`src/rtl/iq_mix_accum_pkg.sv`:
```
// Shared definitions for the IQ mixer/accumulator: FSM state encoding, default widths, result width helper.
// The optional windowed-mean output is selected by the IQ_MIX_AVG_EN macro in the top.
package iq_mix_accum_pkg;

    typedef enum logic {
        IDLE  = 1'b0,
        ACCUM = 1'b1
    } state_t;

    localparam int DEF_N        = 14;
    localparam int DEF_REF_W    = 12;
    localparam int DEF_LOG2_LEN = 10;

    // Product width plus one bit per doubling of the window keeps the full-window sum exact.
    function automatic int out_width(input int n, input int ref_w, input int log2_len);
        return n + ref_w + log2_len;
    endfunction

endpackage

```
`src/rtl/iq_mac_lane.sv`:
```
// One multiply-accumulate lane: registered full-precision product, then a load/accumulate adder.
// Window framing (first/last tags, flushing) is owned by the parent.
module iq_mac_lane
    import iq_mix_accum_pkg::*;
#(
    parameter int N        = DEF_N,
    parameter int REF_W    = DEF_REF_W,
    parameter int LOG2_LEN = DEF_LOG2_LEN,
    parameter int OUT_W    = out_width(DEF_N, DEF_REF_W, DEF_LOG2_LEN)
) (
    input  logic                    clk,
    input  logic                    rst_n,
    input  logic                    mul_en_i,
    input  logic signed [N-1:0]     sample_i,
    input  logic signed [REF_W-1:0] ref_i,
    input  logic                    acc_en_i,
    input  logic                    acc_load_i,
    output logic signed [OUT_W-1:0] sum_o
);

    localparam int PW = N + REF_W;

    logic signed [PW-1:0]    sample_ext;
    logic signed [PW-1:0]    ref_ext;
    logic signed [PW-1:0]    prod_d;
    logic signed [PW-1:0]    prod_q;
    logic signed [OUT_W-1:0] prod_ext;
    logic signed [OUT_W-1:0] acc_d;
    logic signed [OUT_W-1:0] acc_q;

    // Operands widened to the product width so the multiply is exact.
    assign sample_ext = {{REF_W{sample_i[N-1]}}, sample_i};
    assign ref_ext    = {{N{ref_i[REF_W-1]}}, ref_i};
    assign prod_d     = sample_ext * ref_ext;

    assign prod_ext = {{(OUT_W - PW){prod_q[PW-1]}}, prod_q};
    assign acc_d    = acc_load_i ? prod_ext : (acc_q + prod_ext);

    always_ff @(posedge clk) begin
        if (!rst_n) begin
            prod_q <= '0;
            acc_q  <= '0;
        end else begin
            if (mul_en_i) begin
                prod_q <= prod_d;
            end
            if (acc_en_i) begin
                acc_q <= acc_d;
            end
        end
    end

    assign sum_o = acc_q;

endmodule

```
`src/rtl/iq_mix_accum.sv`:
```
// IQ mixer: multiplies samples by NCO references and sums both products over 2^LOG2_LEN-sample windows.
// Define IQ_MIX_AVG_EN to output the rounded window mean instead of the raw sum (one extra cycle).
module iq_mix_accum
    import iq_mix_accum_pkg::*;
#(
    parameter int  N        = DEF_N,
    parameter int  REF_W    = DEF_REF_W,
    parameter int  LOG2_LEN = DEF_LOG2_LEN,
    localparam int OUT_W    = out_width(N, REF_W, LOG2_LEN)
) (
    input  logic                    clk,
    input  logic                    rst_n,
    input  logic                    run,
    input  logic signed [N-1:0]     sample_in,
    input  logic                    sample_valid,
    input  logic signed [REF_W-1:0] ref_i,
    input  logic signed [REF_W-1:0] ref_q,
    output logic signed [OUT_W-1:0] i_out,
    output logic signed [OUT_W-1:0] q_out,
    output logic                    out_valid,
    input  logic                    out_ready,
    output logic                    overrun,
    input  logic                    overrun_clr
);

    localparam logic [LOG2_LEN-1:0] CNT_LAST = '1;

    state_t              state_q;
    logic [LOG2_LEN-1:0] cnt_q;
    logic                accept;

    logic s1_valid_q;
    logic s1_first_q;
    logic s1_last_q;
    logic s2_last_q;

    logic signed [REF_W-1:0] lane_ref [2];
    logic signed [OUT_W-1:0] lane_sum [2];

    logic                    res_valid;
    logic signed [OUT_W-1:0] res_i;
    logic signed [OUT_W-1:0] res_q;

    logic                    out_valid_d, out_valid_q;
    logic                    overrun_d, overrun_q;
    logic signed [OUT_W-1:0] i_out_d, i_out_q;
    logic signed [OUT_W-1:0] q_out_d, q_out_q;

    // Dropping run also blocks new samples, so the partial window never reaches the pipeline.
    assign accept = sample_valid && run && (state_q == ACCUM);

    always_ff @(posedge clk) begin
        if (!rst_n) begin
            state_q <= IDLE;
            cnt_q   <= '0;
        end else begin
            case (state_q)
                IDLE: begin
                    if (run) begin
                        state_q <= ACCUM;
                        cnt_q   <= '0;
                    end
                end
                ACCUM: begin
                    if (!run) begin
                        state_q <= IDLE;
                        cnt_q   <= '0;
                    end else if (accept) begin
                        cnt_q <= cnt_q + LOG2_LEN'(1);
                    end
                end
                default: begin
                    state_q <= IDLE;
                    cnt_q   <= '0;
                end
            endcase
        end
    end

    // Window tags ride alongside each product; a low run kills any close tag still in flight.
    always_ff @(posedge clk) begin
        if (!rst_n) begin
            s1_valid_q <= 1'b0;
            s1_first_q <= 1'b0;
            s1_last_q  <= 1'b0;
            s2_last_q  <= 1'b0;
        end else begin
            s1_valid_q <= accept;
            s1_first_q <= (cnt_q == '0);
            s1_last_q  <= (cnt_q == CNT_LAST);
            s2_last_q  <= run && s1_valid_q && s1_last_q;
        end
    end

    assign lane_ref[0] = ref_i;
    assign lane_ref[1] = ref_q;

    generate
        for (genvar gi = 0; gi < 2; gi++) begin : g_lane
            iq_mac_lane #(
                .N        (N),
                .REF_W    (REF_W),
                .LOG2_LEN (LOG2_LEN),
                .OUT_W    (OUT_W)
            ) u_lane (
                .clk        (clk),
                .rst_n      (rst_n),
                .mul_en_i   (accept),
                .sample_i   (sample_in),
                .ref_i      (lane_ref[gi]),
                .acc_en_i   (s1_valid_q),
                .acc_load_i (s1_first_q),
                .sum_o      (lane_sum[gi])
            );
        end
    endgenerate

`ifdef IQ_MIX_AVG_EN
    localparam logic signed [OUT_W-1:0] ROUND = {{(OUT_W-1){1'b0}}, 1'b1} << (LOG2_LEN - 1);

    logic                    s3_last_q;
    logic signed [OUT_W-1:0] avg_i_q;
    logic signed [OUT_W-1:0] avg_q_q;

    // Round half up, then arithmetic shift keeps the sign across the full output width.
    always_ff @(posedge clk) begin
        if (!rst_n) begin
            s3_last_q <= 1'b0;
            avg_i_q   <= '0;
            avg_q_q   <= '0;
        end else begin
            s3_last_q <= run && s2_last_q;
            if (s2_last_q) begin
                avg_i_q <= (lane_sum[0] + ROUND) >>> LOG2_LEN;
                avg_q_q <= (lane_sum[1] + ROUND) >>> LOG2_LEN;
            end
        end
    end

    assign res_valid = s3_last_q;
    assign res_i     = avg_i_q;
    assign res_q     = avg_q_q;
`else
    assign res_valid = s2_last_q;
    assign res_i     = lane_sum[0];
    assign res_q     = lane_sum[1];
`endif

    always_comb begin
        out_valid_d = out_valid_q;
        overrun_d   = overrun_q;
        i_out_d     = i_out_q;
        q_out_d     = q_out_q;
        if (out_valid_q && out_ready) begin
            out_valid_d = 1'b0;
        end
        if (overrun_clr) begin
            overrun_d = 1'b0;
        end
        // A finished window lands only if the holding register is empty or being read this cycle.
        if (res_valid) begin
            if (!out_valid_q || out_ready) begin
                out_valid_d = 1'b1;
                i_out_d     = res_i;
                q_out_d     = res_q;
            end else begin
                overrun_d = 1'b1;
            end
        end
    end

    always_ff @(posedge clk) begin
        if (!rst_n) begin
            out_valid_q <= 1'b0;
            overrun_q   <= 1'b0;
            i_out_q     <= '0;
            q_out_q     <= '0;
        end else begin
            out_valid_q <= out_valid_d;
            overrun_q   <= overrun_d;
            i_out_q     <= i_out_d;
            q_out_q     <= q_out_d;
        end
    end

    assign out_valid = out_valid_q;
    assign overrun   = overrun_q;
    assign i_out     = i_out_q;
    assign q_out     = q_out_q;

endmodule
```
`config.mk`:
```
export PLATFORM = sky130hd
export DESIGN_NAME = iq_mix_accum
export DESIGN_NICKNAME = d
export VERILOG_FILES = /design/src/rtl/iq_mix_accum_pkg.sv /design/src/rtl/iq_mac_lane.sv /design/src/rtl/iq_mix_accum.sv
export SDC_FILE = /design/constraint.sdc
export NUM_CORES = 1
export LEC_CHECK = 0
export CAP_MARGIN = 30
export CORE_MARGIN = 4
export CORE_UTILIZATION = 55
export DETAILED_ROUTE_END_ITERATION = 7
export PLACE_DENSITY = 0.74
export SYNTH_ARGS = -nofsm -noshare
export SYNTH_HDL_FRONTEND = slang
export SYNTH_SLANG_ARGS = --single-unit
```
`constraint.sdc`:
```
create_clock -name clk -period 10.43 [get_ports clk]
set_input_delay 3.129 -clock clk [delete_from_list [all_inputs] [get_ports clk]]
set_output_delay 3.129 -clock clk [all_outputs]
set_load 0.02 [all_outputs]
```
==> impl_metrics.ini, run 1 <==
[finish]
area_growth_pct = 9.810
fillers = 3686
drive_gt1_frac = 0.02861
design_area_um2 = 25700
final_cells = 3405
antenna_cells = 0
nNetsFinal = 3396
final_util = 0.6113

[sta]
fin_crit_sh = 0.8600
maxSlewViolCount = 0
worst_pin_slew_ns = 0.9080
setup_viol = 0
setup_ws_ns = 1.461
hold_ws_ns = 0.4535
fin_skew_ns = 0.01083
relSlewSlack = 0.3947
tns_ns = 0
fmax_ghz = 0.1115
hold_violations = 0
post-route-min-period_ns = 8.969
rsz0062_at_grt = false

[logic_synthesis]
synth_top_family_by_area = adder cells
synthDistinctLibCells = 74
yosysSeqAreaShare = 0.1822
ys_ff_latch = 213
synth-edff-count = 0
ys_warn_count = 0
syn-instance-count = 2819
synthAdderAreaFrac = 0.3693
ys.flop_type = dfxtp_1
async_reset_ff_frac = 0
synth_xor_area_frac = 0.04041
synth.avg_cell_area_um2 = 8.303
synth_nets = 3363
muxShareOfSynthArea = 0.007324
syn_area_um2 = 23400
yosys.area_share.simple = 0.1711
synth_compound_area_frac = 0.1462

[clock_network]
cts_root_buffer = clkbuf_16
cts_buffers = 22
postCtsResizedCells = 0
clock_latency_ns = 0.51
cts_setup_buffers = 0
htreeDepth = 1
clock-sinks = 213
clk_pin_slew_ns = 0.06
cts_hold_buf = 0
cts_tree = yes
cts.path.max_buffers = 3

[routing]
drt-total-wl_mm = 55.19
dr_total_vias = 19203
routed_via_density = 5.640
drc_errors = 0
wire_per_inst_um = 16.21
postRouteAntennaNets = 0
drt_first_pass_iters = 5
drt_iter0_drc = 1363

[status]
outcome = completed

[worst_hold_path]
hold_path_class = register to register
hold_end = i_out[28]
min-delay-start = i_out[28]
hold_depth = 2

[place]
placed_cells = 3367
post-dp-hpwl_mm = 42.99
io_buffers = 117
place_area_um2 = 24960
dp_worst_setup_slack_ns = 0.9776
gp_congestion = 0.8978

[die]
core_um2 = 42040
start_util = 0.5567
die_area_um2 = 45920
rows = 75
die-width_um = 214.3
ios = 118
die_h_um = 214.3

[critical_path]
critPathLaunchType = input pin
critical_path_class = input pin to register
worstPathRequired_ns = 10.82
r2r_slack_ns = 7.02
cp.arrival_ns = 9.36
cp_max_fo = 20
r2r_end = g_lane[0].u_lane.sum_o[35]
cp-end-kind = register
r2r_cells = 11
r2r-start = g_lane[0].u_lane.prod_q[25]

[power_and_ir_drop]
power_mw = 6.263
power_leakage_nw = 11.70
max-vdd-ir-drop_v = 0.0002383
powerDensity_nw_per_um2 = 243.7

[grt]
grt_usage = 0.2379
grt_max_degree = 89
grt.overflow.total = 0
grt_pass1_wl_mm = 93.20
grt_pass1_vias = 19060
antenna_found_initial = 0

[flow_run]
drv_cap = 0
## cell families (layout without fill, tap and decap cells)
family                     after synthesis  after routing
muxes                                   17             17
and+or+nand+nor                        911            911
xor gates and xnor gates               108            108
DFF                                    213            213
buffers and inverters                  521            568
adders and majority gates              500            500
AOI/OAI and AO/OA                      549            549
## sequential cells by signal, indices dropped and copies added (netlist names)
signal	count
cnt_q	10
g_lane.u_lane.prod_q	52
s1_last_q	1
q_out	36
s1_valid_q	1
state_q	1
overrun	1
out_valid	1
g_lane.u_lane.sum_o	72
res_valid	1
i_out	36
s1_first_q	1
## report_power, final
part | switching, mW | internal (mW) | leakage, nW | total (mW)
clock network | 0.327 | 0.480 | 0.364 | 0.808
logic | 2.53 | 1.98 | 9.61 | 4.52
registers | 0.0743 | 0.864 | 1.72 | 0.939
total | 2.94 | 3.33 | 11.7 | 6.26
## critical path, stage by stage
cell	delay, ns
clkdlybuf4s50_1	1.01
nand2_1	0.17
fa_1	0.44
fa_1	0.48
fa_1	0.54
inv_1	0.05
fa_1	0.48
inv_1	0.05
fa_1	0.47
inv_1	0.04
ha_1	0.32
a21o_1	0.20
a2111o_1	0.40
a31o_1	0.21
a21oi_1	0.28
o22ai_1	0.18
o221a_2	0.29
a31oi_1	0.25
o21ai_1	0.13
xnor2_1	0.14
o21ai_1	0.09
## Yosys cell counts (16+ instances only)
library cell,n,share of area
xor2_1,34,0.013
xnor2_1,74,0.028
a31oi_1,24,0.0064
clkbuf_1,124,0.020
nand2b_1,24,0.0064
mux2i_1,16,0.0068
o211ai_1,21,0.0067
o21a_1,17,0.0055
ha_1,182,0.097
o21ai_1,27,0.0058
fa_1,318,0.27
and2_1,101,0.027
nor3_1,19,0.0041
o21ai_0,77,0.016
a211oi_1,22,0.0071
nor2_1,130,0.021
a21oi_1,224,0.048
dfxtp_1,213,0.18
inv_1,384,0.062
nand2_1,534,0.086
a21o_1,49,0.016
nand3_1,36,0.0077
## worst max-delay path by stage
| stage | startpoint | end | slack [ns] | depth (start not counted) |
|---|---|---|---|---|
| 3_3_place_gp | sample_in[2] | g_lane[0].u_lane.prod_q[24] | 1.12 | 21 |
| 5_1_grt | sample_in[5] | g_lane[1].u_lane.prod_q[20] | 1.12 | 24 |
| 2_1_floorplan | ref_i[3] | g_lane[0].u_lane.prod_q[24] | 1.97 | 21 |
| 3_5_place_dp | sample_in[2] | g_lane[0].u_lane.prod_q[24] | 0.98 | 21 |
| 6_report | sample_in[2] | g_lane[0].u_lane.prod_q[24] | 1.46 | 21 |
| 4_1_cts | sample_in[5] | g_lane[1].u_lane.prod_q[20] | 1.49 | 24 |
## cells in the final DEF (no fill, tap or decap), types with 36 or more instances in the layout
| cell type | count |
|---|---|
| nand2_1 | 533 |
| inv_1 | 384 |
| fa_1 | 318 |
| a21oi_1 | 224 |
| dfxtp_1 | 211 |
| ha_1 | 182 |
| nor2_1 | 130 |
| clkdlybuf4s50_1 | 116 |
| and2_1 | 101 |
| o21ai_0 | 77 |
| xnor2_1 | 74 |
| a21o_1 | 49 |
| nand3_1 | 36 |
## layer usage
| metal | up-vias | routed length, um | global-route usage |
|---|---|---|---|
| met3 | 75 | 3701 | 0.02281 |
| li1 | 9162 | - | - |
| met5 | - | 0 | 0 |
| met2 | 642 | 24940 | 0.3862 |
| met1 | 9324 | 25440 | 0.3481 |
| met4 | 0 | 1111 | 0.05425 |
## final cells by class
type / instances / area (um2) / area share
clock inverters: 8 / 96.34 / 0.003749
multi-input cells: 2085 / 17200 / 0.6692
repair buffers: 144 / 1369 / 0.05326
clock buffers: 30 / 641.9 / 0.02497
flip-flops and latches: 213 / 4269 / 0.1661
well taps: 539 / 674.4 / 0.02624
inverters: 386 / 1451 / 0.05647
No activity file was read; power rests on OpenSTA's default activity.
==> inputs of run 2 (changes only) <==
--- a/config.mk
+++ b/config.mk
@@ -9,6 +9,7 @@
 export CORE_MARGIN = 4
 export CORE_UTILIZATION = 55
 export DETAILED_ROUTE_END_ITERATION = 7
+export GPL_TIMING_DRIVEN = 0
 export PLACE_DENSITY = 0.74
 export SYNTH_ARGS = -nofsm -noshare
 export SYNTH_HDL_FRONTEND = slang
==> impl_metrics.ini, run 2 (same netlist as run 1, synthesis figures left out) <==
[critical_path]
critical_path_class = input pin to register
r2r_end = g_lane[0].u_lane.sum_o[35]
critPathLaunchType = input pin
r2r-start = g_lane[0].u_lane.prod_q[25]
cp.arrival_ns = 9.82
r2r_slack_ns = 6.90
r2r_cells = 11
cp_max_fo = 10
cp-end-kind = register
worstPathRequired_ns = 10.86

[worst_hold_path]
hold_end = i_out[5]
hold_depth = 2
hold_path_class = register to register
min-delay-start = i_out[5]

[grt]
grt.busiest_layer = met2
grt.overflow.total = 0
grt_pass1_vias = 20182
use_met2 = 0.5015
grt_pass1_wl_mm = 109.5
grt_usage = 0.2975
use_met1 = 0.3997
grt_max_degree = 17
grtUsageMet3 = 0.02820
antenna_found_initial = 0

[place]
place_area_um2 = 25270
placed_cells = 3476
post-dp-hpwl_mm = 56.15
io_buffers = 117
gp_congestion = 0.9779

[finish]
final_cell_mix = nand2_1 (534), inv_1 (384), fa_1 (318), a21oi_1 (224), dfxtp_1 (213)
layout_commonest_cell = nand2_1
final_util = 0.6185
area_growth_pct = 11.09
drive_gt1_frac = 0.01681
antenna_cells = 0
design_area_um2 = 26000
largest_reg_flops = 72
final_cells = 3514
fillers = 3753
nNetsFinal = 3505

[clock_network]
cts.path.max_buffers = 3
htreeDepth = 1
clock_latency_ns = 0.52
postCtsResizedCells = 0
cts_hold_buf = 0
clk_pin_slew_ns = 0.06
cts_root_buffer = clkbuf_16
cts_buffers = 21
clock-sinks = 213
cts_tree = yes
cts_setup_buffers = 0

[sta]
tns_ns = 0
rsz0062_at_grt = false
maxSlewViolCount = 0
fin_skew_ns = 0.01311
relSlewSlack = 0.3034
fmax_ghz = 0.1065
hold_ws_ns = 0.4524
hold_violations = 0
setup_viol = 0
worst_pin_slew_ns = 1.045
fin_crit_sh = 0.9004
post-route-min-period_ns = 9.391

[routing]
postRouteAntennaNets = 0
wire_per_inst_um = 19.82
drt_iter0_drc = 1642
drt-total-wl_mm = 69.64
drt_first_pass_iters = 7
dr_total_vias = 20057
drc_errors = 0
routed_via_density = 5.708

[power_and_ir_drop]
powerDensity_nw_per_um2 = 251.2
power_leakage_nw = 11.73
max-vdd-ir-drop_v = 0.0003239

[die]
core_um2 = 42040
ios = 118
die-width_um = 214.3
start_util = 0.5567
die_area_um2 = 45920
rows = 75
die_h_um = 214.3

[status]
outcome = completed

[flow_run]
drv_cap = 0
## run 2: cell count changes in the layout (fill, tap and decap cells not counted), sizes merged
cell,delta
clkbuf,+119
buf,-15
clkinv,+3
bufinv,+1
clkdlybuf4s50,+1
## run 2: cell type report
class                      count  area (um2)  area share
multi-input combinational   2085       17190      0.6610
timing repair buffer         119        1201     0.04620
buffer                       135       506.7     0.01949
inverter                     386        1449     0.05573
sequential                   213        4264      0.1640
clock buffer                  25       560.5     0.02156
clock inverter                12       158.9    0.006112
tap                          539       674.4     0.02594
## run 2: how the worst max path moves through the flow
stage                  from                           to  depth (start not counted)
2_1_floorplan      ref_i[3]  g_lane[0].u_lane.prod_q[24]                         21
3_3_place_gp   sample_in[7]  g_lane[0].u_lane.prod_q[24]                         22
3_5_place_dp   sample_in[7]  g_lane[0].u_lane.prod_q[22]                         22
4_1_cts        sample_in[7]  g_lane[0].u_lane.prod_q[22]                         22
5_1_grt        sample_in[7]  g_lane[0].u_lane.prod_q[23]                         22
6_report       sample_in[7]  g_lane[0].u_lane.prod_q[22]                         22
## run 2: worst max-delay path, cell delays in order
cell and delay (ns):
clkdlybuf4s50_1 0.67, clkbuf_1 0.55, nand2_1 0.17, fa_1 0.60
fa_1 0.46, fa_1 0.55, inv_1 0.05, fa_1 0.47
inv_1 0.05, fa_1 0.47, inv_1 0.04, ha_1 0.32
a21o_1 0.20, a2111o_1 0.41, a31o_1 0.24, a21oi_1 0.30
o22ai_1 0.19, o221a_2 0.29, a31oi_1 0.24, xnor2_1 0.18
nand2_1 0.08, a21oi_1 0.18
## run 2: power breakdown
group	internal, mW	switching (mW)
clock network	0.464	0.346
logic	2.01	2.77
registers	0.864	0.0796
## run 2: metal layers
metal | part of all wire | wire [um]
met5 | 0 | 0
met4 | 0.044 | 3082
met3 | 0.070 | 4860
met2 | 0.47 | 32430
met1 | 0.42 | 29270
## run 2: stage by stage
stage / worst slack (ns) / total power, mW
2_1_floorplan: 1.967 / 4.455
3_3_place_gp: 0.6308 / 5.502
3_5_place_dp: 0.5887 / 5.646
4_1_cts: 1.123 / 6.476
5_1_grt: 0.7749 / 7.146
6_report: 1.039 / 6.532
==> inputs of run 3 (changes only) <==
--- a/config.mk
+++ b/config.mk
@@ -8,6 +8,7 @@
 export CAP_MARGIN = 30
 export CORE_MARGIN = 4
 export CORE_UTILIZATION = 55
+export CTS_BUF_LIST = sky130_fd_sc_hd__clkbuf_4 sky130_fd_sc_hd__clkbuf_8
 export DETAILED_ROUTE_END_ITERATION = 7
 export GPL_TIMING_DRIVEN = 0
 export PLACE_DENSITY = 0.74
==> constraint.sdc (replaced) <==
create_clock -name clk -period 10.43 [get_ports clk]
set_input_delay 1.043 -clock clk [delete_from_list [all_inputs] [get_ports clk]]
set_output_delay 1.043 -clock clk [all_outputs]
set_load 0.02 [all_outputs]
==> impl_metrics.ini, run 3 (same netlist as run 1, synthesis figures left out) <==
[critical_path]
cp_max_fo = 10
cpMostUsedCell = inv_1
r2r_slack_ns = 6.90
r2r_end = g_lane[0].u_lane.sum_o[35]
max_stage_delay_ns = 0.69
cp-end-kind = register
critPathSlowestCell = a2111oi_0
r2r-start = g_lane[0].u_lane.prod_q[25]
critPathLaunchType = input pin
critical_path_class = input pin to register
worstPathRequired_ns = 10.90
path_cells = clkdlybuf4s50_1 -> clkbuf_1 -> nand2_1 -> fa_1 -> inv_1 -> ha_1 -> inv_1 -> fa_1 -> inv_1 -> ha_1 -> inv_1 -> fa_1 -> inv_1 -> ha_1 -> a21o_1 -> a21o_1 -> a2111oi_0 -> nor3_1 -> o31ai_1 -> o21ai_1 -> a21oi_1 -> xnor2_1 -> nand2_1 -> a21oi_1
r2r_cells = 11
cp.arrival_ns = 7.70

[die]
die_area_um2 = 45920
die-width_um = 214.3
rows = 75
start_util = 0.5567
core_um2 = 42040
die_h_um = 214.3
ios = 118

[grt]
grt_usage = 0.2985
grt_pass1_vias = 20307
antenna_found_initial = 0
grt.overflow.total = 0
grt_pass1_wl_mm = 109.8
grt_max_degree = 17

[clock_network]
cts_buffers = 36
clk_pin_slew_ns = 0.06
htreeDepth = 2
cts_hold_buf = 0
clock-sinks = 213
clock_latency_ns = 0.57
cts.path.max_buffers = 3
cts_setup_buffers = 0
postCtsResizedCells = 0
cts_tree = yes
cts_root_buffer = clkbuf_8

[routing]
wire_per_inst_um = 19.67
postRouteAntennaNets = 0
drt-total-wl_mm = 69.64
drc_errors = 0
routed_via_density = 5.686
dr_total_vias = 20130
drt_first_pass_iters = 6
drt_iter0_drc = 1600

[status]
outcome = completed

[worst_hold_path]
hold_depth = 2
hold_path_class = register to register
hold_end = i_out[5]
min-delay-start = i_out[5]

[finish]
design_area_um2 = 26080
layout_commonest_cell = nand2_1
fillers = 3756
seqCellArea_um2 = 4264
multi_input_area_um2 = 17190
largest_reg_flops = 72
final_cell_mix = nand2_1 (534), inv_1 (384), fa_1 (318), a21oi_1 (224), dfxtp_1 (213)
antenna_cells = 0
drive_gt1_frac = 0.02599
area_growth_pct = 11.41
nNetsFinal = 3519

[place]
place_area_um2 = 25270
io_buffers = 117
post-dp-hpwl_mm = 56.15
gp_congestion = 0.9779

[power_and_ir_drop]
max-vdd-ir-drop_v = 0.0003250
power_leakage_nw = 11.79
powerDensity_nw_per_um2 = 251.7

[sta]
fin_crit_sh = 0.6931
relSlewSlack = 0.2780
tns_ns = 0
setup_viol = 0
fin_skew_ns = 0.02855
rsz0062_at_grt = false
maxSlewViolCount = 0
hold_violations = 0
fmax_ghz = 0.1383
post-route-min-period_ns = 7.229
worst_pin_slew_ns = 1.083

[flow_run]
drv_cap = 0
==> run 3: cell types whose count changed in the layout (fill, tap and decap cells not counted), sizes merged <==
cell      change
clkbuf       +20
clkinvlp      +3
bufinv        +1
inv           -1
clkinv        +4
buf           -1
==> run 3: layout make-up <==
class | instances | share of cell area
flip-flops and latches | 213 | 0.1635
clock buffers | 45 | 0.02303
inverters | 386 | 0.05557
repair buffers | 118 | 0.04549
plain buffers | 135 | 0.01943
well taps | 539 | 0.02586
multi-input cells | 2085 | 0.6591
clock inverters | 19 | 0.008013
==> run 3: worst max-delay path by stage <==
stage	start	endpoint	slack, ns	cells past startpoint
final	sample_in[6]	g_lane[1].u_lane.prod_q[20]	3.20	24
after global routing	sample_in[7]	g_lane[0].u_lane.prod_q[23]	2.90	22
after CTS	sample_in[7]	g_lane[0].u_lane.prod_q[22]	3.25	22
after detailed placement	sample_in[7]	g_lane[0].u_lane.prod_q[22]	2.67	22
after global placement	sample_in[7]	g_lane[0].u_lane.prod_q[24]	2.72	22
after floorplan	ref_i[3]	g_lane[0].u_lane.prod_q[24]	4.05	21
==> run 3: power breakdown <==
part / internal [mW] / leakage (nW) / switching, mW / total (mW)
Clock: 0.483 / 0.416 / 0.366 / 0.848
Combinational: 2.01 / 9.65 / 2.76 / 4.77
Sequential: 0.865 / 1.72 / 0.0785 / 0.943
==> run 3: critical path, delay by kind of cell <==
kind,cells,cell delay [ns]
AO/OA/AOI/OAI,7,2.18
buffers and inverters,7,1.41
AND/OR/NAND/NOR,3,0.46
adder cells (fa/ha/maj),6,2.38
XOR/XNOR,1,0.21
==> run 3: per-stage QoR <==
| step | power (mW) | hold slack, ns | worst slack (ns) | utilization | cells |
|---|---|---|---|---|---|
| 2_1_floorplan | 4.455 | 0.4367 | 4.053 | - | 2819 |
| 3_3_place_gp | 5.502 | 0.4422 | 2.717 | 0.6006 | 3475 |
| 3_5_place_dp | 5.646 | 0.4459 | 2.675 | 0.6010 | 3476 |
| 4_1_cts | 6.519 | 0.4547 | 3.255 | 0.6202 | 3540 |
| 5_1_grt | 7.191 | 0.4723 | 2.901 | 0.6202 | 3540 |
| 6_report | 6.562 | 0.4523 | 3.201 | 0.6202 | 3540 |
==> run 3: per-layer routing <==
layer	vias up	GRT usage	part of all wire
li1	9401	-	-
met1	9694	0.3991	0.42
met2	856	0.5016	0.47
met3	179	0.03117	0.067
met4	0	0.1193	0.042
met5	-	0	0
==> variant (settings of run 3) <==
Put one more register stage on the output `overrun`, with the module's reset. The value now appears one clock later. The other outputs are not delayed to match.
--- a/src/rtl/iq_mix_accum.sv
+++ b/src/rtl/iq_mix_accum.sv
@@ -186,3 +186,9 @@
     assign out_valid = out_valid_q;
-    assign overrun   = overrun_q;
+    always_ff @(posedge clk) begin
+        if (!rst_n) begin
+            overrun <= '0;
+        end else begin
+            overrun <= overrun_q;
+        end
+    end
     assign i_out     = i_out_q;
Formal check against the unedited RTL: no difference found for any inputs over 10 cycles, from zero or initial values and one cycle with rst_n low; that may be too few to reach the edited logic, so the function may still have changed.
==> variant against run 3 <==
Clock power fell by 1%. Power fell by 4.3%. Sequential cell count rose by 1. Synthesized area rose by 1.1%. Wire length rose by 1.7%. Maximum frequency fell by 5.9%. Core utilization rose by 0.26 points. Worst hold slack improved by 0.00052 ns. Setup slack got worse by 0.45 ns. Combinational power fell by 5.9%. Design area rose by 0.87%. Critical endpoint is now g_lane[0].u_lane.prod_q[25]. Largest power group unchanged.
==> variant: results (changes against run 3) <==
status=finished clean; RD Place Congestion=0.9949 (+1.7%); hold worst-path end=q_out[33]; reg2reg end=g_lane[0].u_lane.sum_o[32]; Clk Tree Root Cell=clkbuf_8; routing usage on met1=0.3856 (-0.01351); WL met1=28490 um (-3.2%); Slowest cell on crit path=clkdlybuf4s50_1; leak pwr=11.80 nW (+0.12%); Tot GR Track Use=0.3057 (+0.007196); syn avg cell area=8.334 um^2 (+0.37%); critical path startpoint=sample_in[13]; Adder-Cell Fraction of Synth Area=0.3652 (-0.004100); post-synthesis mux area share=0.005921 (-0.001403); ratio of cells with drive above 1 in the final layout=0.02951 (+0.003518); Layout Cells excl Fill=3555 (+0.42%); Compound-Gate Fraction of Synth Area=0.1502 (+0.004034); Hold Startpoint=q_out[33]; Clk. pwr=0.837 mW (-1%); top cells by count, synth=509 x nand2_1, 394 x inv_1, 318 x fa_1; XOR/XNOR share of the synthesized area=0.03553 (-0.004889); met2 usage=0.5275 (+0.02592); FF-to-FF setup slack=7.12 ns (+0.22 ns); placed cell areas=25510 um^2 (+0.98%); total power=6.282 mW (-4.3%); hpwl dp=57190 um (+1.8%); DRT iter0 DRCs=1625 (+1.6%); largest net degree at the start of global routing=19 (+2); normalized max-slew margin=0.2922 (+0.01415); routing usage on met3=0.04585 (+0.01468); worst ir drop on vdd=0.0001791 V (-45%); Placed Instances=3496 (+0.58%); Seq/Total Area, Yosys=0.1810 (-0.001177); Unique masters post-synth=70 (-5.4%); postcts setup bufs=0 (unchanged); DR WL met2=34150 um (+4.5%); R2R depth=13 (+2); Reg clk slew, reported paths=0.06 ns (about the same); # nets final=3538 (+0.54%); WL met3=4974 um (+7.4%); data arrival time of the worst path=8.11 ns (+0.41 ns); Routed WL=70800 um (+1.7%); Worst Skew=0.02849 ns (-0.00006180 ns); initial antenna violation count=0 (unchanged); post-synthesis net count=3384 (+0.62%); CTS buffer count=35 (-2.8%); H-Tree Depth=2 (unchanged); pre-CTS WS=2.231 ns (-0.4441 ns); global-route wire length before repair=113400 um (+3.3%); synth top area cells=fa_1 27%, dfxtp_1 18%, ha_1 9.6%, nand2_1 8.1%, inv_1 6.2%; Hold Path Depth=2 (unchanged); CP endpoint=g_lane[0].u_lane.prod_q[25]; Clk Latency, worst-skew pair=0.55 ns (-0.02 ns); Sw Pwr=2.982 mW (-7.0%); worst hold slack=0.4529 ns (+0.0005200 ns); RR Startpoint=g_lane[0].u_lane.sum_o[0]; fmax=130.2 MHz (-5.9%); vias=20.51k (+1.9%); Sequential Power Share=0.152 (+0.008)
## variant: cell types whose count changed after synthesis, moves of 7 or more
| cell | run 3 | this run |
|---|---|---|
| inv_1 | 384 | 394 |
| o21ai_0 | 77 | 101 |
| a21boi_0 | 1 | 25 |
| nand4_1 | 8 | 16 |
| a31oi_1 | 24 | 8 |
| o211ai_1 | 21 | 32 |
| xnor2_1 | 74 | 64 |
| nand2_1 | 534 | 509 |
| a21oi_1 | 224 | 196 |
| o21ai_1 | 27 | 6 |
| o21a_1 | 17 | 33 |
| nor3_1 | 19 | 26 |
## variant: worst min-delay path: stages, from the launching register on
cell	delay, ns
dfxtp_1	0.30
nand2_1	0.05
a21oi_1	0.05
## variant: layout make-up
class,count,area (um^2)
multi-input combinational,2096,17390
fill,3727,15930
sequential,214,4284
inverter,395,1483
timing repair buffer,117,1171
clock buffer,52,678.2
tap,539,674.4
buffer,135,510.5
clock inverter,7,110.1
